## config.mk

```make
export PLATFORM = sky130hd
export DESIGN_NAME = lfsr_floor_scheduler_flat
export DESIGN_NICKNAME = d
export VERILOG_FILES = /design/src/rtl/lfsr_floor_scheduler_pkg.sv /design/src/rtl/lfsr_floor_scheduler_if.sv /design/src/rtl/lfsr_floor_scheduler_rr_arbiter.sv /design/src/rtl/lfsr_floor_scheduler.sv /design/src/flat_wrapper.sv
export SDC_FILE = /design/constraint.sdc
export NUM_CORES = 1
export LEC_CHECK = 0
export BUFFER_PORTS_ARGS = -buffer_cell sky130_fd_sc_hd__clkbuf_2
export CAP_MARGIN = 30
export CORE_UTILIZATION = 31
export CTS_CLUSTER_DIAMETER = 80
export CTS_CLUSTER_SIZE = 12
export DETAILED_ROUTE_END_ITERATION = 8
export SLEW_MARGIN = 10
export SYNTH_ARGS = -nofsm -noshare
export SYNTH_HDL_FRONTEND = slang
export SYNTH_SLANG_ARGS = --single-unit
export TNS_END_PERCENT = 50
```

## constraint.sdc

```tcl
create_clock -name clk -period 2 [get_ports clk]
set_input_delay 0.5 -clock clk [delete_from_list [all_inputs] [get_ports clk]]
set_output_delay 0.5 -clock clk [all_outputs]
set_load 0.03 [all_outputs]
```

## src/rtl/lfsr_floor_scheduler_pkg.sv

```systemverilog
// Shared types, LFSR constants and the LFSR step function for the floor scheduler.
package scheduler_pkg;

   typedef enum logic [1:0] {
      IDLE  = 2'd0,
      DRAW  = 2'd1,
      GRANT = 2'd2
   } state_e;

   localparam int unsigned LFSR_W = 10;
   localparam int unsigned TAP_HI = 9;
   localparam int unsigned TAP_LO = 6;
   localparam logic [LFSR_W-1:0] LFSR_LOCK = 10'h3FF;

   // XNOR LFSR step; the all-ones lockup state is steered back to zero.
   function automatic logic [LFSR_W-1:0] lfsr_next(input logic [LFSR_W-1:0] q);
      if (q == LFSR_LOCK) begin
         return '0;
      end
      return {q[LFSR_W-2:0], ~(q[TAP_HI] ^ q[TAP_LO])};
   endfunction

endpackage

```

## src/rtl/lfsr_floor_scheduler_if.sv

```systemverilog
// Request/grant bundle between the requesters and the floor scheduler.
interface lfsr_floor_scheduler_if #(
   parameter int unsigned N_REQ  = 4,
   parameter int unsigned FLOORS = 6
);
   import scheduler_pkg::*;

   localparam int unsigned VW = $clog2(FLOORS);

   logic [N_REQ-1:0]  req;
   logic [N_REQ-1:0]  ack;
   logic [VW-1:0]     value;
   logic              busy;
   logic [LFSR_W-1:0] lfsr_q;

   modport master (output req, input ack, value, busy, lfsr_q);
   modport slave  (input req, output ack, value, busy, lfsr_q);

endinterface

```

## src/rtl/lfsr_floor_scheduler_rr_arbiter.sv

```systemverilog
// Combinational round-robin pick: first set request at or after ptr, wrapping.
module rr_arbiter #(
   parameter  int unsigned N  = 4,
   localparam int unsigned PW = (N > 1) ? $clog2(N) : 1
) (
   input  logic [N-1:0]  req,
   input  logic [PW-1:0] ptr,
   output logic [PW-1:0] sel,
   output logic          any
);

   logic [PW-1:0] lo_sel;
   logic [PW-1:0] hi_sel;
   logic          hi_any;

   // Lowest set bit overall and lowest set bit at/above ptr; the latter wins.
   always_comb begin
      lo_sel = '0;
      hi_sel = '0;
      hi_any = 1'b0;
      for (int i = N - 1; i >= 0; i--) begin
         if (req[i]) begin
            lo_sel = PW'(i);
            if (PW'(i) >= ptr) begin
               hi_sel = PW'(i);
               hi_any = 1'b1;
            end
         end
      end
      any = |req;
      sel = hi_any ? hi_sel : lo_sel;
   end

endmodule

```

## src/rtl/lfsr_floor_scheduler.sv

```systemverilog
// Shares one free-running 10-bit XNOR LFSR among N_REQ requesters, drawing
// non-repeating floors with a bounded-latency fallback.
module lfsr_floor_scheduler
   import scheduler_pkg::*;
#(
   parameter int unsigned N_REQ     = 4,
   parameter int unsigned FLOORS    = 6,
   parameter int unsigned MAX_TRIES = 8
) (
   input  logic                   clk,
   input  logic                   reset,
   lfsr_floor_scheduler_if.slave  bus
);

   localparam int unsigned VW = $clog2(FLOORS);
   localparam int unsigned PW = (N_REQ > 1) ? $clog2(N_REQ) : 1;
   localparam int unsigned TW = $clog2(MAX_TRIES + 1);

   localparam logic [VW:0]   FLOORS_X  = (VW+1)'(FLOORS);
   localparam logic [VW-1:0] FLOOR_MAX = VW'(FLOORS - 1);
   localparam logic [PW-1:0] PTR_MAX   = PW'(N_REQ - 1);

   state_e            state_q, state_d;
   logic [LFSR_W-1:0] lfsr_r;
   logic [LFSR_W-1:0] lfsr_cur;
   logic [PW-1:0]     ptr_q, ptr_d;
   logic [PW-1:0]     sel_q, sel_d;
   logic [PW-1:0]     arb_sel;
   logic              arb_any;
   logic [TW-1:0]     tries_q, tries_d, tries_inc;
   logic [VW-1:0]     floor_q, floor_d;
   logic [VW-1:0]     last_q, last_d;
   logic              last_vld_q, last_vld_d;
   logic [VW-1:0]     cand;
   logic [VW-1:0]     fallback;
   logic              cand_ok;
   logic [PW-1:0]     ptr_after;

   logic [N_REQ-1:0]  ack_r, ack_d;
   logic [VW-1:0]     value_r, value_d;
   logic              busy_r, busy_d;

   // Single tap point for the LFSR state so every consumer sees the same value.
   assign lfsr_cur = lfsr_r;

   assign bus.ack    = ack_r;
   assign bus.value  = value_r;
   assign bus.busy   = busy_r;
   assign bus.lfsr_q = lfsr_cur;

   rr_arbiter #(.N(N_REQ)) u_arb (
      .req (bus.req),
      .ptr (ptr_q),
      .sel (arb_sel),
      .any (arb_any)
   );

   // Candidate qualification: in range and not a repeat of the last granted floor.
   always_comb begin
      cand      = lfsr_cur[VW-1:0];
      cand_ok   = ({1'b0, cand} < FLOORS_X) && (!last_vld_q || (cand != last_q));
      fallback  = (!last_vld_q || (last_q == FLOOR_MAX)) ? '0 : last_q + VW'(1);
      tries_inc = tries_q + TW'(1);
      ptr_after = (sel_q == PTR_MAX) ? '0 : sel_q + PW'(1);
   end

   // LFSR free-runs in every state.
   always_ff @(posedge clk) begin
      if (reset) begin
         lfsr_r <= '0;
      end else begin
         lfsr_r <= lfsr_next(lfsr_cur);
      end
   end

   // Next-state and next-output logic.
   always_comb begin
      state_d    = state_q;
      sel_d      = sel_q;
      ptr_d      = ptr_q;
      tries_d    = tries_q;
      floor_d    = floor_q;
      last_d     = last_q;
      last_vld_d = last_vld_q;
      ack_d      = '0;
      value_d    = value_r;
      busy_d     = 1'b0;

      case (state_q)
         IDLE: begin
            if (arb_any) begin
               sel_d   = arb_sel;
               tries_d = '0;
               state_d = DRAW;
            end
         end
         DRAW: begin
            if (!bus.req[sel_q]) begin
               state_d = IDLE;
            end else if (cand_ok) begin
               floor_d = cand;
               state_d = GRANT;
            end else begin
               tries_d = tries_inc;
               if (tries_inc == TW'(MAX_TRIES)) begin
                  floor_d = fallback;
                  state_d = GRANT;
               end
            end
         end
         GRANT: begin
            last_d     = floor_q;
            last_vld_d = 1'b1;
            ptr_d      = ptr_after;
            state_d    = IDLE;
         end
         default: begin
            state_d = IDLE;
         end
      endcase

      busy_d = (state_d != IDLE);
      if (state_d == GRANT) begin
         ack_d   = N_REQ'(1) << sel_d;
         value_d = floor_d;
      end
   end

   // State and registered outputs.
   always_ff @(posedge clk) begin
      if (reset) begin
         state_q    <= IDLE;
         sel_q      <= '0;
         ptr_q      <= '0;
         tries_q    <= '0;
         floor_q    <= '0;
         last_q     <= '0;
         last_vld_q <= 1'b0;
         ack_r      <= '0;
         value_r    <= '0;
         busy_r     <= 1'b0;
      end else begin
         state_q    <= state_d;
         sel_q      <= sel_d;
         ptr_q      <= ptr_d;
         tries_q    <= tries_d;
         floor_q    <= floor_d;
         last_q     <= last_d;
         last_vld_q <= last_vld_d;
         ack_r      <= ack_d;
         value_r    <= value_d;
         busy_r     <= busy_d;
      end
   end

endmodule

```

## src/flat_wrapper.sv

```systemverilog
// flat-port wrapper written by rule: the top's interface ports become plain ports
module lfsr_floor_scheduler_flat import scheduler_pkg::*;
#(
   parameter int unsigned N_REQ     = 4,
   parameter int unsigned FLOORS    = 6,
   parameter int unsigned MAX_TRIES = 8
)
  (clk, reset, bus_req, bus_ack, bus_value, bus_busy, bus_lfsr_q);
  lfsr_floor_scheduler_if #(.N_REQ(N_REQ), .FLOORS(FLOORS)) bus_i ();
  input  logic clk;
  input  logic reset;
  input wire logic [$bits(bus_i.req)-1:0] bus_req;
  output wire logic [$bits(bus_i.ack)-1:0] bus_ack;
  output wire logic [$bits(bus_i.value)-1:0] bus_value;
  output wire logic [$bits(bus_i.busy)-1:0] bus_busy;
  output wire logic [$bits(bus_i.lfsr_q)-1:0] bus_lfsr_q;
  assign bus_i.req = bus_req;
  assign bus_ack = bus_i.ack;
  assign bus_value = bus_i.value;
  assign bus_busy = bus_i.busy;
  assign bus_lfsr_q = bus_i.lfsr_q;
  lfsr_floor_scheduler #(.N_REQ(N_REQ), .FLOORS(FLOORS), .MAX_TRIES(MAX_TRIES)) u_core (.clk(clk), .reset(reset), .bus(bus_i));
endmodule
```

==> results of run 1 <==
-- worst max-delay path: stages, from the launching register on --
cell      delay (ns)
dfxtp_1         0.41
ha_1            0.23
nand2_1         0.09
a21o_1          0.22
or3_1           0.38
a221oi_2        0.32
a21o_1          0.12
-- power breakdown --
part	total, mW	leakage, nW	internal [mW]	switching (mW)
clock	0.491	0.0412	0.243	0.248
sequential	0.737	0.284	0.719	0.0185
combinational	0.161	0.488	0.0604	0.101
total	1.39	0.813	1.02	0.367
-- per-layer routing --
metal | vias up | wire length (um)
met5 | - | 0
met4 | 0 | 104
met1 | 590 | 1630
met2 | 27 | 1410
met3 | 11 | 125
li1 | 669 | -
-- cell usage after synthesis, types with 2 or more instances --
| cell type | count |
|---|---|
| a21oi_1 | 9 |
| dfxtp_1 | 35 |
| a21bo_1 | 2 |
| a41oi_1 | 5 |
| a21o_1 | 9 |
| nand3_1 | 6 |
| or3_1 | 2 |
| inv_1 | 7 |
| nor3_1 | 6 |
| nand2_1 | 6 |
| nand2b_1 | 5 |
| mux2i_1 | 5 |
| ha_1 | 4 |
| o31a_1 | 2 |
| a2111oi_0 | 2 |
| and2_1 | 9 |
| o31ai_1 | 2 |
| nor2b_1 | 5 |
| nor2_1 | 16 |
| o21ai_0 | 3 |
| nand3b_1 | 2 |
| xnor2_1 | 2 |
| nand4_1 | 5 |
| clkbuf_1 | 3 |
-- final cells by class --
| type | instances | share of cell area |
|---|---|---|
| flip-flops and latches | 35 | 0.371 |
| inverters | 7 | 0.0139 |
| clock buffers | 6 | 0.0385 |
| clock inverters | 2 | 0.00663 |
| repair buffers | 28 | 0.0809 |
| well taps | 67 | 0.0444 |
| multi-input cells | 123 | 0.444 |
-- final timing paths --
kind,startpoint,to,depth (start not counted)
worst min-delay path,u_core.floor_q[1],u_core.floor_q[1],1
worst max register to register,u_core.tries_q[0],u_core.floor_q[2],6
worst min register to register,u_core.floor_q[1],u_core.floor_q[1],1
worst max-delay path,u_core.tries_q[0],u_core.floor_q[2],6
-- flip-flops by register name, indices dropped and copies added (netlist names) --
name	cells
u_core.bus.lfsr_q	10
u_core.bus.ack	4
u_core.tries_q	4
u_core.bus.value	3
u_core.floor_q	3
u_core.last_q	3
u_core.ptr_q	2
u_core.sel_q	2
u_core.state_q	2
u_core.bus.busy	1
u_core.last_vld_q	1
-- per-stage QoR --
| step | setup WS (ns) | utilization |
|---|---|---|
| 3_3_place_gp | 0.0835 | 0.374 |
| 3_5_place_dp | 0.0455 | 0.374 |
| 6_report | 0.185 | 0.392 |
| 5_1_grt | 0.00627 | 0.392 |
| 4_1_cts | 0.182 | 0.392 |
| 2_1_floorplan | 0.306 | - |
-- cell families (layout without fill, tap and decap cells) --
group,after synthesis,after routing,share of synthesized area
and+or+nand+nor,67,67,0.233
AOI/OAI and AO/OA,43,43,0.203
DFF,35,35,0.443
buffers and inverters,11,43,0.0269
muxes,6,6,0.0459
adders and majority gates,4,4,0.0316
xor gates and xnor gates,3,3,0.0166
==> out/qor.txt, run 1 <==
area fraction of the dominant cell type after synthesis - 0.443
met1 Use GR - 0.178
Setup crit start kind - flip-flop
Post-synth ARST share - 0
DR iter-0 viols - 51
met2 GRT Util - 0.179
layout net count - 210
Netlist Area Pre-Place - 0.00158 mm2
initial antenna violation count - 0
CP Data Arrival Time - 2.05 ns
Core ar. - 0.00482 mm2
drc violations - 0
Pwr Total - 1.39 mW
fmax - 0.551 GHz
final std cells w/o fill - 268
RSZ-0062 raised after global routing - false
max_cap viols - 0
Yosys top cell by area - dfxtp_1
Area contributors post-synth - dfxtp_1 (44%), a21o_1 (4.3%), nor2_1 (3.8%)
vias in the first global route - 1,137
synthesized flop and latch total - 35
drt total wl - 3.27 mm
syn_area_per_cell - 9.36 um2
Vias - 1,297
Data required, critical path - 2.24 ns
Tmin final - 1.81 ns
area delta synth->final - 19.3%
GPL Wtd Cong - 0.831
most common cell after layout, fill and taps aside - dfxtp_1
min-delay worst type - flip-flop to flip-flop
status - completed
initial core utilization - 0.328
met3 usage - 0.0466
H-tree levels - 2
final instance area - 0.00189 mm2
busiest grt layer - met2
Worst Tran Pin Value - 0.487 ns
fill count - 507
flip-flop and latch area - 701 um2
Setup TNS Final - 0 ns
final setup vio count - 0
Yosys Warn Count - 0
total track usage - 0.132
total grt overflow - 0
register area share after synthesis - 0.443
critical-path maximum fanout - 5
die height - 73.4 um
Final Cycle Share - 0.907
Post-DP Area - 0.00180 mm2
num rows - 25
# diodes - 0
synthesized instance count - 169
Routed Antenna Nets - 0
number of I/O port buffers - 23
1st-pass router iterations - 4
root cell of the clock tree - clkbuf_8
Final Hold Fails - 0
flop2flop setup slack - 0.19 ns
I/O pin count - 24
CTS buffer count - 5
Top FF cell, synth - dfxtp_1
Crit. End Element - flip-flop
Die Wd - 73.4 um
via/cell ratio - 4.84
postcts setup bufs - 0
Wirelength per Cell - 12.2 um
Cell Pwr Density - 736 mW/mm2
hold buffers post-CTS - 0
cts repair resizes - 0
Final Max Slew Viols - 0
Clock Latency Late Sink - 0.29 ns
Worst Skew - 0.00773 ns
placed insts - 260
clock-pin slew on the worst setup and hold paths - 0.07 ns
LEAKAGE - 0.813 nW
relative slew slack - 0.673
die area - 0.00539 mm2
DP Wirelength - 2.51 mm
first-pass GRT wire length - 5.29 mm
count of different cell masters after synthesis - 41
layout cell share with drive strength beyond 1 - 0.209
VDD IR max - 0.289 mV
critical path class - flip-flop to flip-flop
# clock sinks - 35
EDFF count, synth - 0
CTS tree - built
Hold Slack - 0.451 ns
Mapped Nets - 179
commonest non-fill, non-tap cells in the layout - dfxtp_1 (35), clkbuf_2 (23), nor2_1 (16)
clock buffer depth - 2
pin count of the biggest net entering global routing - 18
Multi-input gate area - 838 um2
Note: power is estimated with default switching activity, not from simulation.
==> run 2, diff against run 1 <==
Settings changed: CTS_BUF_LIST set to sky130_fd_sc_hd__clkbuf_2.
==> out/qor.txt, run 2 (synthesis gave the netlist of run 1 again) <==
status - completed
initial antenna violation count - 0
area delta synth->final - 16.7%
DR iter-0 viols - 52
min-delay worst type - input pin to flip-flop
Routed Antenna Nets - 0
Cell Pwr Density - 662 mW/mm2
Worst Skew - 0.0294 ns
Die Wd - 73.4 um
Multi-input gate area - 840 um2
Place WS - 0.0455 ns
CTS tree - built
VDD IR max - 0.233 mV
fill count - 510
layout cell share with drive strength beyond 1 - 0.214
initial core utilization - 0.328
Wirelength per Cell - 12.1 um
die area - 0.00539 mm2
layout net count - 210
Final Cycle Share - 0.927
via/cell ratio - 4.84
WP buf/inv - 0
Clock Latency Late Sink - 0.39 ns
clock-pin slew on the worst setup and hold paths - 0.19 ns
# diodes - 0
total grt overflow - 0
Setup TNS Final - 0 ns
CP dominant cell by count - a21o_1
cells along the critical path - ha_1, nand2_1, a21o_1, or3_1, a221oi_2, a21o_1
Crit path max-delay family - compound AO/OA/AOI/OAI gates
Core ar. - 0.00482 mm2
most common cell after layout, fill and taps aside - dfxtp_1
max_cap viols - 0
I/O pin count - 24
# clock sinks - 35
relative slew slack - 0.676
GPL Wtd Cong - 0.831
number of I/O port buffers - 23
die height - 73.4 um
DP Wirelength - 2.51 mm
drc violations - 0
Vias - 1,296
root cell of the clock tree - clkbuf_2
Final Hold Fails - 0
total track usage - 0.130
1st-pass router iterations - 4
flip-flop and latch area - 701 um2
Worst Tran Pin Value - 0.482 ns
critical path class - flip-flop to flip-flop
Tmin final - 1.85 ns
final setup vio count - 0
worst setup margin - 0.146 ns
RSZ-0062 raised after global routing - false
clock buffer depth - 2
slowest CP cell - dfxtp_1
Final Max Slew Viols - 0
hold buffers post-CTS - 0
CP Data Arrival Time - 2.20 ns
Crit. End Element - flip-flop
first-pass GRT wire length - 5.23 mm
commonest non-fill, non-tap cells in the layout - dfxtp_1 (35), clkbuf_2 (29), nor2_1 (16)
critical-path maximum fanout - 5
Setup crit start kind - flip-flop
postcts setup bufs - 0
vias in the first global route - 1,126
LEAKAGE - 0.801 nW
Final Util - 0.383
max reg flops - 10
worst stage delay on the critical path - 0.45 ns
Data required, critical path - 2.35 ns
H-tree levels - 2
fmax - 0.539 GHz
CTS buffer count - 5
pin count of the biggest net entering global routing - 18
num rows - 25
drt total wl - 3.25 mm
run 2: metal layers:
layer	GRT usage	wire, um	up-vias	share of wire
li1	-	-	671	-
met1	0.177	1630	587	0.50
met2	0.178	1400	29	0.43
met3	0.0425	129	9	0.040
met4	0.0769	83	0	0.026
met5	0	0	-	0
run 2: what timing repair did:
action | CTS | global route
endpoints found under the setup margin | 0 | 2
resized for setup | 0 | 1
endpoints found under the hold margin | 0 | 0
run 2: report_power, final:
| part | internal, mW | switching (mW) | total [mW] |
|---|---|---|---|
| clock | 0.0892 | 0.234 | 0.323 |
| sequential | 0.720 | 0.0185 | 0.738 |
| combinational | 0.0604 | 0.100 | 0.161 |
| total | 0.870 | 0.353 | 1.22 |
run 2: path summary, 6_finish.rpt:
kind / start / to / cells past startpoint / slack, ns
setup / recovery: u_core.tries_q[0] / u_core.floor_q[2] / 6 / 0.15
hold / removal: reset / u_core.tries_q[1] / 4 / 0.44
setup reg to reg: u_core.tries_q[0] / u_core.floor_q[2] / 6 / 0.15
hold reg to reg: u_core.floor_q[0] / u_core.floor_q[0] / 1 / 0.47
run 2: cell type report:
cell class	count	area share
Multi-Input combinational cell	123	0.455
Sequential cell	35	0.380
Timing Repair Buffer	28	0.0827
Tap cell	67	0.0454
Clock buffer	6	0.0163
Inverter	7	0.0142
Clock inverter	2	0.00678
run 2: worst reg2reg max path: stages (launching register included):
cell and delay [ns]:
dfxtp_1 0.45, ha_1 0.23, nand2_1 0.10, a21o_1 0.22, or3_1 0.38, a221oi_2 0.32
a21o_1 0.12
run 2: metrics by stage:
| stage | area, um2 | cells | power (mW) | hold slack [ns] |
|---|---|---|---|---|
| global route | 1850 | 268 | 1.28 | 0.422 |
| CTS | 1840 | 268 | 1.24 | 0.425 |
| floorplan | 1580 | 169 | 0.866 | 0.426 |
| global placement | 1800 | 260 | 0.914 | 0.435 |
| detailed placement | 1800 | 260 | 0.914 | 0.438 |
| finish | 1850 | 268 | 1.22 | 0.440 |
